--- src/rtl/fpu_seq.sv ---
// FPU phase sequencer: decodes FP/long-arithmetic instructions into the F-PM phase lines
// f2..f13 and the strob_fp_/strob2_fp strobes, and reacts to F-PM status and fault lines.
module fpu_seq #(
    parameter int unsigned F8_MAX    = 40,
    parameter int unsigned MUL_STEPS = 40,
    parameter int unsigned MW_STEPS  = 16,
    parameter int unsigned NORM_MAX  = 40
) (
    input  logic       __clk,
    input  logic       _0_f,
    input  logic       start,
    input  logic       pufa,
    input  logic [7:9] ir,
    input  logic       nrf,
    input  logic       fic,
    input  logic       nz,
    input  logic       fi0_,
    input  logic       fi1_,
    input  logic       fi2_,
    input  logic       fi3_,
    output logic       f2_,
    output logic       f4_,
    output logic       f5_,
    output logic       f6_,
    output logic       f7_,
    output logic       f8_,
    output logic       f10_,
    output logic       f9,
    output logic       f13,
    output logic       strob_fp_,
    output logic       strob2_fp,
    output logic       busy,
    output logic       done,
    output logic [0:3] fault
);

    typedef enum logic [3:0] {
        StIdle, StF2, StF4, StF5, StF6, StF7, StF8, StF9, StF10, StF13
    } state_e;

    // Encodings 0..7 follow the ir field directly when pufa=1.
    typedef enum logic [3:0] {
        OpAd, OpSd, OpMw, OpDw, OpAf, OpSf, OpMf, OpDf, OpNrf, OpConv
    } op_e;

    state_e     state_q, state_d, next_ph;
    op_e        op_q, op_d, op_dec;
    logic [1:0] cyc_q, cyc_d;
    logic [5:0] pass_q, pass_d, pass_sat;
    logic [6:0] passes;
    logic [0:3] fault_q, fault_d, fi_low;
    logic       done_q, done_d;
    logic       f8_again;

    assign fi_low   = ~{fi0_, fi1_, fi2_, fi3_};
    assign pass_sat = (&pass_q) ? pass_q : pass_q + 6'd1;
    // Passes completed once the current one ends.
    assign passes   = {1'b0, pass_q} + 7'd1;

    always_comb begin
        op_dec = OpNrf;
        if (pufa) begin
            op_dec = op_e'({1'b0, ir});
        end else if (ir[7]) begin
            op_dec = OpConv;
        end
    end

    always_comb begin
        f8_again = 1'b0;
        if (op_q == OpAf || op_q == OpSf) begin
            f8_again = fic && (32'(passes) < F8_MAX);
        end else if (op_q == OpMw || op_q == OpDw) begin
            f8_again = 32'(passes) < MW_STEPS;
        end else begin
            f8_again = 32'(passes) < MUL_STEPS;
        end
    end

    always_comb begin
        next_ph = StIdle;
        unique case (state_q)
            StF2: begin
                if (op_q == OpConv)     next_ph = StF13;
                else if (op_q == OpNrf) next_ph = StF6;
                else                    next_ph = StF4;
            end
            StF4: begin
                if (op_q == OpAd || op_q == OpSd)      next_ph = StF7;
                else if (op_q == OpAf || op_q == OpSf) next_ph = StF5;
                else                                   next_ph = StF8;
            end
            StF5: next_ph = StF8;
            StF8: begin
                if (f8_again)                          next_ph = StF8;
                else if (op_q == OpMw)                 next_ph = StF10;
                else if (op_q == OpDw || op_q == OpDf) next_ph = StF9;
                else                                   next_ph = StF6;
            end
            StF9:  next_ph = (op_q == OpDw) ? StF10 : StF6;
            StF6:  next_ph = (nz && (32'(passes) < NORM_MAX)) ? StF6 : StF7;
            StF7:  next_ph = (op_q == OpAd || op_q == OpSd) ? StIdle : StF10;
            StF13: next_ph = StF10;
            default: next_ph = StIdle;
        endcase
    end

    always_comb begin
        state_d = state_q;
        op_d    = op_q;
        cyc_d   = cyc_q;
        pass_d  = pass_q;
        fault_d = fault_q;
        done_d  = 1'b0;
        if (state_q == StIdle) begin
            if (start && (pufa || nrf)) begin
                op_d    = op_dec;
                fault_d = '0;
                cyc_d   = '0;
                pass_d  = '0;
                state_d = (op_dec == OpAd || op_dec == OpSd) ? StF4 : StF2;
            end
        end else if (cyc_q != 2'd0 && fi_low != '0) begin
            // Fault during strobe cycles aborts the whole sequence.
            fault_d = fault_q | fi_low;
            state_d = StIdle;
            cyc_d   = '0;
            pass_d  = '0;
            done_d  = 1'b1;
        end else if (cyc_q == 2'd2) begin
            state_d = next_ph;
            cyc_d   = '0;
            pass_d  = (next_ph == state_q) ? pass_sat : '0;
            done_d  = (next_ph == StIdle);
        end else begin
            cyc_d = cyc_q + 2'd1;
        end
    end

    always_ff @(posedge __clk) begin
        if (_0_f) begin
            state_q <= StIdle;
            op_q    <= OpAd;
            cyc_q   <= '0;
            pass_q  <= '0;
            fault_q <= '0;
            done_q  <= 1'b0;
        end else begin
            state_q <= state_d;
            op_q    <= op_d;
            cyc_q   <= cyc_d;
            pass_q  <= pass_d;
            fault_q <= fault_d;
            done_q  <= done_d;
        end
    end

    assign busy      = (state_q != StIdle);
    assign f2_       = (state_q != StF2);
    assign f4_       = (state_q != StF4);
    assign f5_       = (state_q != StF5);
    assign f6_       = (state_q != StF6);
    assign f7_       = (state_q != StF7);
    assign f8_       = (state_q != StF8);
    assign f10_      = (state_q != StF10);
    assign f9        = (state_q == StF9);
    assign f13       = (state_q == StF13);
    assign strob_fp_ = !(busy && cyc_q == 2'd1);
    assign strob2_fp = busy && (cyc_q == 2'd2);
    assign done      = done_q;
    assign fault     = fault_q;

endmodule

--- config.mk ---
export PLATFORM = sky130hd
export DESIGN_NAME = fpu_seq
export DESIGN_NICKNAME = d
export VERILOG_FILES = /design/src/rtl/fpu_seq.sv
export SDC_FILE = /design/constraint.sdc
export NUM_CORES = 1
export LEC_CHECK = 0
export CORE_ASPECT_RATIO = 0.6
export CORE_MARGIN = 3
export CORE_UTILIZATION = 30
export CTS_CLUSTER_SIZE = 25
export DETAILED_ROUTE_END_ITERATION = 12
export SYNTH_ARGS = -nofsm -noshare
export SYNTH_HDL_FRONTEND = slang
export SYNTH_SLANG_ARGS = --single-unit
export TNS_END_PERCENT = 5
--- constraint.sdc ---
create_clock -name __clk -period 2.6 [get_ports __clk]
set_input_delay 0.78 -clock __clk [delete_from_list [all_inputs] [get_ports __clk]]
set_output_delay 0.78 -clock __clk [all_outputs]
set_load 0.02 [all_outputs]
Word-level counts from Yosys, hierarchy flattened
Index checks and enable logic that the tools add are counted.
Widths: inputs -> output; s select.
{ "classes": {"add_sub_neg": 3, "order_cmp": 2, "n_eq_ne": 29, "n_reduce_logical": 28, "muxes": 35, "bitwise_logic": 2} }
{ "ops": {"columns": ["cell", "n"], "rows": [
  ["$mux 4", 13],
  ["$mux 6", 6],
  ["$pmux 4 s8", 1],
  ["$eq 4x3->1 const B", 7],
  ["$eq 4x2->1 const B", 4],
  ["$logic_not 4->1", 4],
  ["$eq 4x1->1 const B", 3],
  ["$eq 4x4->1 const B", 3],
  ["$mux 2", 6],
  ["$ne 4x3->1 const B", 3],
  ["$mux 3", 3],
  ["$ne 4x2->1 const B", 2],
  ["$ne 4x4->1 const B", 2],
  ["$reduce_bool 4->1", 2],
  ["$add 6x1->7 const B", 1],
  ["$lt 7x5->1 const B", 1],
  ["$lt 7x6->1 const B", 1],
  ["$add 6x1->6 const B", 1],
  ["$logic_and 1x1->1", 6],
  ["$logic_or 1x1->1", 6],
  ["$mux 1", 6],
  ["$reduce_and 2->1", 3],
  ["$reduce_and 6->1", 1],
  ["$eq 4x4->1", 1],
  ["other kinds (12)", 13]
]} }
{ "word_totals": {"input_bits": 14, "reg_bits": 21, "word_cells": 105} }

Longest topological paths before layout
{ "depth": {"depth_word": 11, "mapped_depth": 9, "mapped_depth_nobuf": 8} }

Worst setup path before layout
Ideal clock, no wire load.
{ "synth_timing": {"path_kind": "reg-to-reg", "start": "register pass_q[0]", "end": "register done_q (netlist: done)", "arrival_ps": 2241, "synth_period_minus_slack_ps": 2320, "path_stages_with_launch": 9, "setup_slack_ps": 280, "setup_ps": 79, "n_path_buf": 0, "t_required_ps": 2521, "path_cell_list": "dfxtp_1 ha_1 and3_1 a31oi_1 o311ai_4 nand3b_2 nand2_2 or4_4 a211oi_2"} }
{ "synth_between": {"elab_chain_cells": 9} }
{ "synth_rtl": {"columns": ["item", "line_no", "text"], "rows": [
  ["start, declared", "49", "logic [5:0] pass_q, pass_d, pass_sat;"],
  ["start signal, assigned", "152", "pass_q <= pass_d;"],
  ["$add 6x1->7 *", "58", "assign passes = {1'b0, pass_q} + 7'd1;"],
  ["$lt 7x6->1 / $lt 7x5->1 (equally long branches)", null, null],
  ["$mux 1 / $logic_and 1x1->1 (equally long branches)", "73, 72", null],
  ["$mux 1", "71", "if (op_q == OpAf || op_q == OpSf) begin"],
  ["$mux 4", "95", "if (f8_again) next_ph = StF8;"],
  ["$pmux 4 s8 *", "82", "unique case (state_q)"],
  ["$logic_not 4->1 *", "134", "done_d = (next_ph == StIdle);"],
  ["$mux 1 *", "130", "end else if (cyc_q == 2'd2) begin"],
  ["$mux 1 *", "123", "end else if (cyc_q != 2'd0 && fi_low != '0) begin"],
  ["end signal, assigned", "154", "done_q <= done_d;"],
  ["end, declared", "52", "logic done_q, done_d;"]
]} }
Every way passes the cells marked *; elsewhere a longest branch is shown, timed or not.
A chain may end at the register's enable or synchronous reset.

Worst setup path in the final report
{ "layout_timing": {"start": "register state_q[3]", "end": "output port busy"} }
{ "layout_between": {"elab_chain_cells": 1} }
{ "layout_rtl": {"columns": ["item", "line_no", "text"], "rows": [
  ["start, declared", "46", "state_e state_q, state_d, next_ph;"],
  ["start signal, assigned", "142", "state_q <= StIdle;"],
  ["start signal, assigned", "149", "state_q <= state_d;"],
  ["$reduce_bool 4->1", "158", "assign busy = (state_q != StIdle);"],
  ["end, declared", "32", "output logic busy,"]
]} }
No other way between the ends.

==> out/results.tsv <==
stage	metric	value	unit
sta	RSZ-0062 raised after global routing	false	
finish	Post-Route Utilization	44.0	%
routing	routed len/inst	14.1	um
finish	Area Growth Syn to Fin	35.5	%
routing	DRT Pass-1 Iters	4	
clocking	CTS buffer count	3	
placement	Port Buffers	30	
critical_path	Data required, critical path	1820	ps
sta	fmax	0.401	GHz
finish	share of cells above drive strength 1	18.9	%
critical_path	crit-path max FO	11	
yosys	Post-Synthesis Cells	203	
global_routing	GR Util All Layers	15.1	%
sta	Slew headroom	71.2	%
sta	Tcrit/Tclk final	96.0	%
global_routing	grt met1 use	23.8	%
clocking	clock root cell	clkbuf_8	
global_routing	GR Layer Usage met2	19.9	%
die	Starting Density	32.4	%
sta	Final min period	2500	ps
global_routing	first-pass GRT wire length	7350	um
worst_hold_path	worst hold path class	flip-flop to flip-flop	
routing	Routed Antenna Nets	0	
sta	worst-margin pin slew	420	ps
outcome	status	completed	
finish	final std cells w/o fill	307	
yosys	syn_nets	218	
yosys	Mapped Avg Cell Area	7.60	um^2
clocking	Clock Latency Late Sink	260	ps
sta	setup violators final	0	
worst_hold_path	Hold Path Depth	2	
placement	Placed Instances	303	
yosys	Ys Warns	0	
critical_path	FF-to-FF path depth	7	
routing	Routed Wire Length	4340	um
yosys	EDFF count, synth	0	
power_and_ir_drop	PD cells	553	nW/um^2
global_routing	GR Util met3	3.96	%
die	Die Width	98.6	um
finish	antenna fix cells	0	
die	Die H	61.5	um
critical_path	CP max stage delay	550	ps
critical_path	CP cell instances	nor4_1 > buf_4 > inv_1 > clkdlybuf4s50_1	
global_routing	grt ovf	0	
global_routing	initial antenna violation count	0	
yosys	Post-synth ARST share	0	%
yosys	Synth area leader	dfxtp_1	
critical_path	CP Class	flip-flop to output port	
yosys	Netlist cell types	53	
critical_path	Critical-path top delay cell	clkdlybuf4s50_1	
critical_path	WP data arrival	1720	ps
finish	nets	260	
run	Max-Cap Viols	0	
sta	Worst Clk Skew	6.95	ps
clocking	cts hold-fix bufs	0	
yosys	register bit count reported by yosys	21	
die	FP Rows	19	
routing	via count	1634	
global_routing	largest net degree at the start of global routing	22	
die	num ports	31	
clocking	CTS tree	done	
yosys	top cells by area, synth	dfxtp_1, nand2_1, nor2_1, a21oi_1, o311ai_4	
placement	Routability Congestion	0.894	
sta	fin. max-slew vios	0	
power_and_ir_drop	Leak	0.000765	uW
die	core area	4750	um^2
finish	most frequent cells in the layout	nand2_1, clkdlybuf4s50_1, buf_4	
global_routing	layer with the highest usage	met1	
power_and_ir_drop	Max VDD drop	0.406	mV
critical_path	Startpoint Class	flip-flop	
clocking	# H-tree levels	1	
die	die area	6070	um^2
yosys	dominant synthesized flop cell	dfxtp_1	
routing	Initial DRC Count	99	
sta	final hold violations	0	
critical_path	endpoint type of the worst setup path	output port	
yosys	Netlist Area Pre-Place	1540	um^2
clocking	CTS Sinks	21	
clocking	CTS Buffer Depth	2	
yosys	post-synthesis sequential area ratio	27.3	%
global_routing	vias in the first global route	1469	
placement	dpl hpwl	3420	um
routing	drt drc	0	
clocking	CTS clk-pin slew, worst paths	80	ps
routing	Via density	5.32	
yosys	post-synth top area share	27.3	%
stage by stage:
step | setup slack (ps) | setup TNS [ps] | hold WS, ps | instance area, um^2 | power, uW
after global routing | 7.17 | 0 | 553 | 2090 | 1250
after detailed placement | -70.5 | -192 | 502 | 2010 | 927
final | 105 | 0 | 519 | 2090 | 1160
after CTS | -0.0692 | -0.0692 | 522 | 2060 | 1150
after global placement | -24.3 | -33.5 | 492 | 2010 | 927
after floorplan | 280 | 0 | 494 | 1540 | 716
kinds of logic (layout without fill, tap and decap cells):
family / count (synthesis) / count (layout) / synth area share (%)
muxes: 1 / 1 / 0.649
DFF: 21 / 21 / 27.3
AOI/OAI and AO/OA: 55 / 55 / 28.5
adders and majority gates: 1 / 1 / 0.811
and+or+nand+nor: 100 / 100 / 35.7
buffers and inverters: 25 / 66 / 7.14
sequential cells by signal (all words and copies together), names as in the netlist:
| register | flops |
|---|---|
| cyc_q | 2 |
| done | 1 |
| fault | 4 |
| op_q | 4 |
| pass_q | 6 |
| state_q | 4 |
critical path: cells and delay by family (launching register included):
family / cells / cell delay (ps)
simple gates: 1 / 270
buf+inv: 3 / 860
flops: 1 / 340
cell usage after synthesis (all sizes together), types with 3 or more instances:
cell and number:
nand2 25, dfxtp 21, nor2 20, a21oi 14, inv 10, nor3 10, buf 9, nand3 9
a211oi 7, a31oi 6, clkbuf 6, o21ai 6, and3 5, nor2b 5, nand3b 4, a311oi 3
nor4b 3, o41ai 3, or2 3
per-layer routing:
metal | share of wire, % | up-vias
li1 | - | 830
met1 | 55 | 738
met2 | 37 | 64
met3 | 7.3 | 2
met4 | 0.25 | 0
met5 | 0 | -
what timing repair did:
| item | 4_1_cts | 5_1_grt |
|---|---|---|
| gates resized for setup | 3 | 8 |
| setup endpoints to repair | 5 | 8 |
| buffers inserted | 0 | 0 |
final timing paths:
path,startpoint,end,slack [ps]
worst max register to register,pass_q[0]$_SDFFE_PP0P_,done$_SDFF_PP0_,210
worst min register to register,fault[0]$_SDFFE_PP0P_,fault[0]$_SDFFE_PP0P_,520
worst min-delay path,fault[0]$_SDFFE_PP0P_,fault[0]$_SDFFE_PP0P_,520
worst max-delay path,state_q[3]$_SDFFE_PP0P_,busy,100
report_power, final:
part	total [uW]	internal, uW	switching (uW)
clock network	221	108	113
registers	392	355	37.1
logic	543	242	301
total	1160	705	452
final cells by class:
type | instances | area, um^2
fill | 481 | 2660
multi-input combinational | 157 | 1030
timing repair buffer | 52 | 473
sequential | 21 | 422
tap | 63 | 78.8
clock buffer | 3 | 41.3
inverter | 10 | 37.5
clock inverter | 1 | 7.51
(Power assumes the default switching activity.)
